**config.mk**
```make
export PLATFORM = sky130hd
export DESIGN_NAME = op_decoder_seq
export DESIGN_NICKNAME = d
export VERILOG_FILES = /design/src/rtl/op_decoder_seq.sv
export SDC_FILE = /design/constraint.sdc
export NUM_CORES = 1
export LEC_CHECK = 0
export BUFFER_PORTS_ARGS = -buffer_cell sky130_fd_sc_hd__buf_2
export CORE_MARGIN = 2
export CORE_UTILIZATION = 49
export CTS_CLUSTER_DIAMETER = 50
export DETAILED_ROUTE_END_ITERATION = 7
export HOLD_SLACK_MARGIN = 0.1
export PLACE_DENSITY = 0.75
export REMOVE_ABC_BUFFERS = 1
export SYNTH_ARGS = -nofsm -noshare
export SYNTH_HDL_FRONTEND = slang
export SYNTH_SLANG_ARGS = --single-unit
export TNS_END_PERCENT = 20
```
**constraint.sdc**
```tcl
create_clock -name clk_i -period 1.7 [get_ports clk_i]
set_input_delay 0.085 -clock clk_i [delete_from_list [all_inputs] [get_ports clk_i]]
set_output_delay 0.085 -clock clk_i [all_outputs]
set_load 0.02 [all_outputs]
```
**src/rtl/op_decoder_seq.sv**
```systemverilog
// Sequenced opcode decoder: one-hot select for single-cycle codes, held select for multi-cycle codes.
// Define OP_DECODER_ILLEGAL_CNT_EN to add the saturating reserved-code counter port illegal_count_o.
module op_decoder_seq #(
  parameter int                    SEL_W         = 3,
  parameter logic [(2**SEL_W)-1:0] MULTI_MASK    = 8'h30,
  parameter int                    MULTI_CYCLES  = 4,
  parameter int                    RESERVED_CODE = (2**SEL_W) - 1
) (
  input  logic                    clk_i,
  input  logic                    reset_i,
  input  logic                    op_valid_i,
  output logic                    op_ready_o,
  input  logic [SEL_W-1:0]        operation_i,
  output logic [(2**SEL_W)-1:0]   select_o,
  output logic                    sel_valid_o,
  output logic                    busy_o,
  output logic                    illegal_o
`ifdef OP_DECODER_ILLEGAL_CNT_EN
  ,
  output logic [7:0]              illegal_count_o
`endif
);

  localparam int N_OUT = 2**SEL_W;

  localparam logic [1:0] ST_IDLE   = 2'd0;
  localparam logic [1:0] ST_SINGLE = 2'd1;
  localparam logic [1:0] ST_HOLD   = 2'd2;

  localparam logic [SEL_W-1:0] RES_CODE  = SEL_W'(RESERVED_CODE);
  localparam logic [3:0]       HOLD_LOAD = 4'(MULTI_CYCLES - 1);

  logic [1:0]       state_q, state_d;
  logic [N_OUT-1:0] select_q, select_d;
  logic [3:0]       cnt_q, cnt_d;
  logic             illegal_q, illegal_d;
  logic             handshake;
  logic             is_reserved;

  // Ready is withheld during reset and in HOLD until the last held cycle.
  assign op_ready_o  = ~reset_i & ((state_q != ST_HOLD) | (cnt_q == 4'd0));
  assign handshake   = op_valid_i & op_ready_o;
  assign is_reserved = (operation_i == RES_CODE);

  always_comb begin
    state_d   = state_q;
    select_d  = select_q;
    cnt_d     = cnt_q;
    illegal_d = 1'b0;
    if (handshake) begin
      if (is_reserved) begin
        state_d   = ST_IDLE;
        select_d  = '0;
        cnt_d     = 4'd0;
        illegal_d = 1'b1;
      end else if (MULTI_MASK[operation_i]) begin
        state_d  = ST_HOLD;
        select_d = N_OUT'(1) << operation_i;
        cnt_d    = HOLD_LOAD;
      end else begin
        state_d  = ST_SINGLE;
        select_d = N_OUT'(1) << operation_i;
        cnt_d    = 4'd0;
      end
    end else if ((state_q == ST_HOLD) && (cnt_q != 4'd0)) begin
      cnt_d = cnt_q - 4'd1;
    end else begin
      state_d  = ST_IDLE;
      select_d = '0;
      cnt_d    = 4'd0;
    end
  end

  always_ff @(posedge clk_i or posedge reset_i) begin
    if (reset_i) begin
      state_q   <= ST_IDLE;
      select_q  <= '0;
      cnt_q     <= 4'd0;
      illegal_q <= 1'b0;
    end else begin
      state_q   <= state_d;
      select_q  <= select_d;
      cnt_q     <= cnt_d;
      illegal_q <= illegal_d;
    end
  end

  assign select_o    = select_q;
  assign sel_valid_o = |select_q;
  assign busy_o      = (state_q == ST_HOLD);
  assign illegal_o   = illegal_q;

`ifdef OP_DECODER_ILLEGAL_CNT_EN
  logic [7:0] illcnt_q;

  // Counts on the same edge that raises illegal_o and sticks at 255.
  always_ff @(posedge clk_i or posedge reset_i) begin
    if (reset_i) begin
      illcnt_q <= 8'd0;
    end else if (handshake && is_reserved && (illcnt_q != 8'hFF)) begin
      illcnt_q <= illcnt_q + 8'd1;
    end
  end

  assign illegal_count_o = illcnt_q;
`endif

endmodule

```
==> impl_metrics.csv, run 1 <==
group,metric,value,unit
timing,finalSetupViolations,0,
placement,gp_congestion,0.831,
timing,fin_crit_sh,94.5,%
cells_and_area,fin_util,66.2,%
global_route,grt_overflow,0,
setup_path,crit_path_end_kind,"output pin",
routing,routed_wl,1360,um
setup_path,critPathRequiredTime,1.62,ns
min_path,min_path_type,"input pin to flop",
synthesis,synth_flop_cell,"dfrtp_1",
placement,portBuffers,16,
cells_and_area,syn_to_final_growth,25.1,%
clock_tree,cts_buffers,3,
setup_path,crit_path_start_kind,"flop",
routing,drt_first_iter_violations,0,
synthesis,synth_edf_count,0,
clock_tree,h-tree-depth,1,
cells_and_area,drive_above_1_share,42.2,%
clock_tree,ctsRootBufferMaster,"clkbuf_4",
die,die_w,41.7,um
timing,max_freq,0.622,GHz
die,fp.dieH,41.7,um
power_and_ir_drop,ir_drop,0.538,mV
die,ios,18,
setup_path,path_buf_inv,4,
routing,via_per_inst,5.05,
placement,dp_hpwl,1010,um
cells_and_area,num_antenna_cells,0,
timing,relSlewSlack,64.9,%
die,core_area,1320,um^2
timing,worst-slew-pin-transition,0.526,ns
min_path,hp-start,"operation_i[1]",
synthesis,syn_avg_cell_area,11.8,um^2
power_and_ir_drop,p_leak,0.453,nW
synthesis,synth_top_area_cell,"dfrtp_1",
synthesis,synth_commonest_cells,"dfrtp_1, mux2_2, nor2_1, nor3_1, inv_1",
timing,layout_min_cycle_time,1.61,ns
cells_and_area,nNetsFinal,93,
die,initial_core_util,52.9,%
global_route,grt_antenna_before_repair,0,
clock_tree,clkLatencyLatePin,0.27,ns
job,max-cap-violations,0,
clock_tree,path_clk_slew,0.08,ns
clock_tree,cts_tree,"yes",
synthesis,syn_inst,59,
min_path,min_to,"illegal_o",
power_and_ir_drop,powerDensity,697,nW/um^2
synthesis,synthTopCellsByArea,"dfrtp_1, mux2_2, mux2_4",
global_route,grt_usage,17.6,%
global_route,grt_max_degree,15,
min_path,min_path_cells,3,
setup_path,r2r_end,"select_o[5]",
setup_path,cpLargestDelayFamily,"buffers and inverters",
timing,hold_viol,0,
setup_path,path_class,"flop to output pin",
synthesis,yosysWarnings,0,
global_route,grt_pass1_wl,2300,um
setup_path,crit_chain,"inv_1 -> ha_4 -> a21boi_4 -> buf_4 -> buf_4 -> nor2_1 -> buf_4",
setup_path,r2r_slack,0.22,ns
die,die_area,1740,um^2
outcome,status,"finished clean",
synthesis,netlist.area_leader.share,50.3,%
synthesis,yosysUniqueCellTypes,21,
die,num_rows,13,
synthesis,syn_area,697,um^2
routing,wl_per_cell,13.9,um
clock_tree,cts.sinks,14,
synthesis,post-synth-top-count-cell,"dfrtp_1",
setup_path,path_common_cell,"buf_4",
cells_and_area,nFillCells,99,
setup_path,crit_slowest_cell,"dfrtp_1",
setup_path,r2r_start,"cnt_q[0]",
timing,timing.hold.ws,0.105,ns
synthesis,async_flop_share,100,%
routing,drc,0,
setup_path,r2r_cells,6,
routing,first_pass_iters,1,
synthesis,yosysSeqAreaShare,50.3,%
clock_tree,clockBufferDepth,2,
timing,finalClockSkew,0.000966,ns
routing,drtAntennaViolNets,0,
global_route,grt_pass1_vias,521,
setup_path,crit_arrival,1.52,ns
setup_path,path_max_fanout,4,
timing,drv_slew,0,
setup_path,critical-path-max-stage-delay,0.38,ns
synthesis,synth_seq_cells,14,
timing,totalNegativeSetupSlack,0,ns
routing,vias,495,
-- final cells by class --
type                       count  area, um^2  area share, %
clock buffer                   3        22.5           2.58
timing repair buffer          23         140           16.1
sequential                    14         350           40.2
tap                           15        18.8           2.15
inverter                       4        15.0           1.72
multi-input combinational     39         325           37.3
-- cells by family (layout without fill, tap and decap cells) --
| family | Yosys count | in the layout | share of synthesized area [%] |
|---|---|---|---|
| muxes | 9 | 9 | 15.3 |
| buffers and inverters | 6 | 30 | 4.85 |
| xor gates and xnor gates | 2 | 2 | 2.51 |
| and+or+nand+nor | 23 | 23 | 19.2 |
| DFF | 14 | 14 | 50.3 |
| AOI/OAI and AO/OA | 2 | 2 | 3.77 |
| other | 1 | 1 | 0.538 |
| adders and majority gates | 2 | 2 | 3.59 |
-- what timing repair did --
action | 4_1_cts | 5_1_grt
resized for setup | 0 | 4
setup endpoints to repair | 1 | 1
hold endpoints to repair | 15 | 0
setup buffers | 1 | 1
pin swaps | 1 | 1
hold buffers | 2 | 0
-- placed cells by master, fill, tap and decap left out, types with 2 or more instances in the layout --
cell type and instances:
dlygate4sd3_1 2, buf_2 15, buf_4 6, dfrtp_1 14, xor2_1 2, and2_1 2, nor2_1 5, nor3_1 5
nand2_1 2, nor4_1 3, mux2i_1 2, nand2b_1 3, mux2_4 2, mux2_2 5, inv_1 3, clkbuf_4 3
-- power breakdown --
group          total [mW]  internal (mW)  leakage, nW  switching [mW]
sequential          0.344          0.340        0.193         0.00476
clock               0.185         0.0821       0.0138           0.103
combinational      0.0786         0.0323        0.246          0.0464
-- tightest hold or removal path, stage by stage --
cell and delay, ns:
buf_2 0.13, nand2_1 0.09, nor3_1 0.05
-- worst max-delay path by stage --
stage,from,to,cells after the start
after floorplan,state_q[0],select_o[2],3
after global placement,cnt_q[0],select_o[5],5
after detailed placement,cnt_q[0],select_o[3],5
after CTS,cnt_q[0],op_ready_o,7
after global routing,cnt_q[1],op_ready_o,7
final,cnt_q[1],op_ready_o,7
-- registers in the layout, indices dropped and copies added, names as in the netlist --
name       cells
cnt_q          4
illegal_o      1
select_o       7
state_q        2
-- routing by layer --
metal | vias to the layer above | track usage [%] | part of all wire, %
met5 | - | 0 | 0
met4 | 0 | 7.74 | 2.4
met3 | 4 | 3.91 | 3.8
met2 | 13 | 28.4 | 47
met1 | 234 | 22.5 | 47
li1 | 244 | - | -
-- per-stage QoR --
step           area (um^2)  power, mW  setup WS [ns]  std cells
6_report               872      0.608         0.0931         98
4_1_cts                850      0.604         0.0479         97
3_5_place_dp           800      0.422          0.216         91
3_3_place_gp           800      0.420          0.252         91
2_1_floorplan          678      0.395          0.250         57
5_1_grt                872      0.636       -0.00431         98
(Power assumes the default switching activity.)
==> run 2: changes to the inputs <==
--- a/config.mk
+++ b/config.mk
@@ -7,11 +7,12 @@
 export LEC_CHECK = 0
 export BUFFER_PORTS_ARGS = -buffer_cell sky130_fd_sc_hd__buf_2
 export CORE_MARGIN = 2
-export CORE_UTILIZATION = 49
+export CORE_UTILIZATION = 44
 export CTS_CLUSTER_DIAMETER = 50
 export DETAILED_ROUTE_END_ITERATION = 7
 export HOLD_SLACK_MARGIN = 0.1
-export PLACE_DENSITY = 0.75
+export PLACE_DENSITY = 0.71
+export RECOVER_POWER = 50
 export REMOVE_ABC_BUFFERS = 1
 export SYNTH_ARGS = -nofsm -noshare
 export SYNTH_HDL_FRONTEND = slang
==> constraint.sdc (replaced) <==
create_clock -name clk_i -period 1.4 [get_ports clk_i]
set_input_delay 0.07 -clock clk_i [delete_from_list [all_inputs] [get_ports clk_i]]
set_output_delay 0.07 -clock clk_i [all_outputs]
set_load 0.02 [all_outputs]
==> impl_metrics.csv, run 2 (synthesis gave the netlist of run 1 again) <==
group,metric,value,unit
outcome,status,"finished clean",
cells_and_area,nFillCells,129,
cells_and_area,largest_reg_flops,7,
global_route,grt_max_degree,15,
clock_tree,cts_tree,"yes",
setup_path,crit_path_end,"select_o[4]",
cells_and_area,final_area,913,um^2
setup_path,r2r_slack,0.01,ns
die,initial_core_util,46.8,%
clock_tree,path_clk_slew,0.07,ns
clock_tree,clockBufferDepth,2,
placement,place_area,823,um^2
die,fp.dieH,43.8,um
routing,routed_wl,1390,um
routing,drc,0,
placement,portBuffers,16,
routing,drt_first_iter_violations,16,
cells_and_area,multi_input_area,333,um^2
setup_path,critPathRequiredTime,1.56,ns
clock_tree,h-tree-depth,1,
die,num_rows,14,
global_route,grt_pass1_vias,530,
setup_path,crit_path_start,"cnt_q[0]",
timing,finalClockSkew,0.000658,ns
placement,dp_hpwl,1070,um
setup_path,r2r_end,"select_o[4]",
power_and_ir_drop,power,0.733,mW
timing,layout_min_cycle_time,1.39,ns
timing,worst-slew-pin-transition,0.525,ns
die,die_w,43.8,um
clock_tree,clkLatencyLatePin,0.27,ns
clock_tree,cts.sinks,14,
cells_and_area,num_antenna_cells,0,
setup_path,path_class,"flop to flop",
timing,fin_crit_sh,99.2,%
cells_and_area,nNetsFinal,96,
routing,via_per_inst,5.02,
timing,rsz0062_at_grt,"yes",
setup_path,critical-path-max-stage-delay,0.39,ns
setup_path,r2r_cells,5,
power_and_ir_drop,p_leak,0.462,nW
timing,relSlewSlack,64.9,%
die,core_area,1490,um^2
timing,max_freq,0.720,GHz
global_route,grt_antenna_before_repair,0,
routing,first_pass_iters,5,
global_route,grt_overflow,0,
setup_path,r2r_start,"cnt_q[0]",
clock_tree,cts_buffers,3,
timing,drv_slew,0,
routing,drtAntennaViolNets,0,
min_path,min_path_type,"input pin to flop",
placement,gp_congestion,0.802,
setup_path,crit_path_end_kind,"flop",
power_and_ir_drop,powerDensity,802,nW/um^2
routing,wl_per_cell,13.6,um
cells_and_area,syn_to_final_growth,31.1,%
cells_and_area,final_cell_mix,"dfrtp_1, buf_2, nor2_1, nor3_1, buf_4",
cells_and_area,fin_util,61.3,%
job,max-cap-violations,0,
cells_and_area,final_common_cell,"dfrtp_1",
setup_path,crit_chain,"inv_2 -> ha_4 -> a21boi_4 -> buf_6 -> mux2_2",
timing,fin_ws,0.0111,ns
timing,hold_viol,0,
cells_and_area,regArea,350,um^2
setup_path,path_max_fanout,5,
setup_path,crit_path_start_kind,"flop",
timing,finalSetupViolations,0,
power_and_ir_drop,ir_drop,0.743,mV
die,ios,18,
setup_path,crit_slowest_cell,"dfrtp_1",
die,die_area,1920,um^2
placement,place_ws,-0.0190,ns
cells_and_area,drive_above_1_share,40.7,%
routing,vias,512,
clock_tree,ctsRootBufferMaster,"clkbuf_4",
setup_path,crit_arrival,1.55,ns
global_route,grt_usage,17.1,%
global_route,grt_pass1_wl,2320,um
[run 2: cell types whose count changed in the layout (fill, tap and decap cells not counted)]
cell	change
dlygate4sd3_1	+2
buf_2	-2
clkbuf_1	+2
inv_1	-1
buf_6	+2
buf_4	-1
inv_2	+1
mux2_4	+2
mux2_2	-2
[run 2: worst max-delay path, delay by kind of cell (launching register included)]
kind,cells,cell delay (ns)
adder cells (fa/ha/maj),1,0.16
flip-flops,1,0.39
AO/OA/AOI/OAI,1,0.18
multiplexers,1,0.33
buffers and inverters,2,0.22
[run 2: metrics by stage]
step           setup TNS, ns  std cells  hold WS, ns
2_1_floorplan         -0.260         57      -0.0408
3_3_place_gp               0         95        0.157
3_5_place_dp         -0.0527         95        0.180
4_1_cts                    0        102        0.115
5_1_grt               -0.111        102        0.133
6_report                   0        102        0.118
[run 2: repair_timing]
action / in CTS / in global routing
setup buffers: 1 / 0
hold buffers: 4 / 0
resized for setup: 5 / 4
endpoints found under the setup margin: 6 / 7
hold endpoints to repair: 16 / 0
pin swaps: 1 / 0
[run 2: layout make-up]
type	instances	share of cell area, %
clock buffers	3	2.47
inverters	4	1.64
multi-input cells	39	36.4
repair buffers	26	18.9
well taps	16	2.19
flip-flops and latches	14	38.4
[run 2: power by group]
group          switching [mW]  total [mW]  internal [mW]
clock network           0.113       0.213         0.0997
registers             0.00588       0.418          0.413
logic                  0.0574       0.102         0.0442
total                   0.176       0.733          0.556
[run 2: worst min path at each step]
stage                from          to  depth (start not counted)
2_1_floorplan     reset_i    cnt_q[0]                          1
3_3_place_gp      reset_i  state_q[1]                          2
5_1_grt        op_valid_i   illegal_o                          3
6_report       op_valid_i   illegal_o                          3
4_1_cts        op_valid_i   illegal_o                          3
3_5_place_dp      reset_i    cnt_q[2]                          2
[run 2: routing by layer]
metal / track usage, % / vias to the layer above / part of all wire, %
met4: 3.64 / 0 / 0.29
met5: 0 / - / 0
met1: 19.9 / 237 / 44
li1: - / 252 / -
met2: 29.1 / 21 / 49
met3: 7.50 / 2 / 7.1
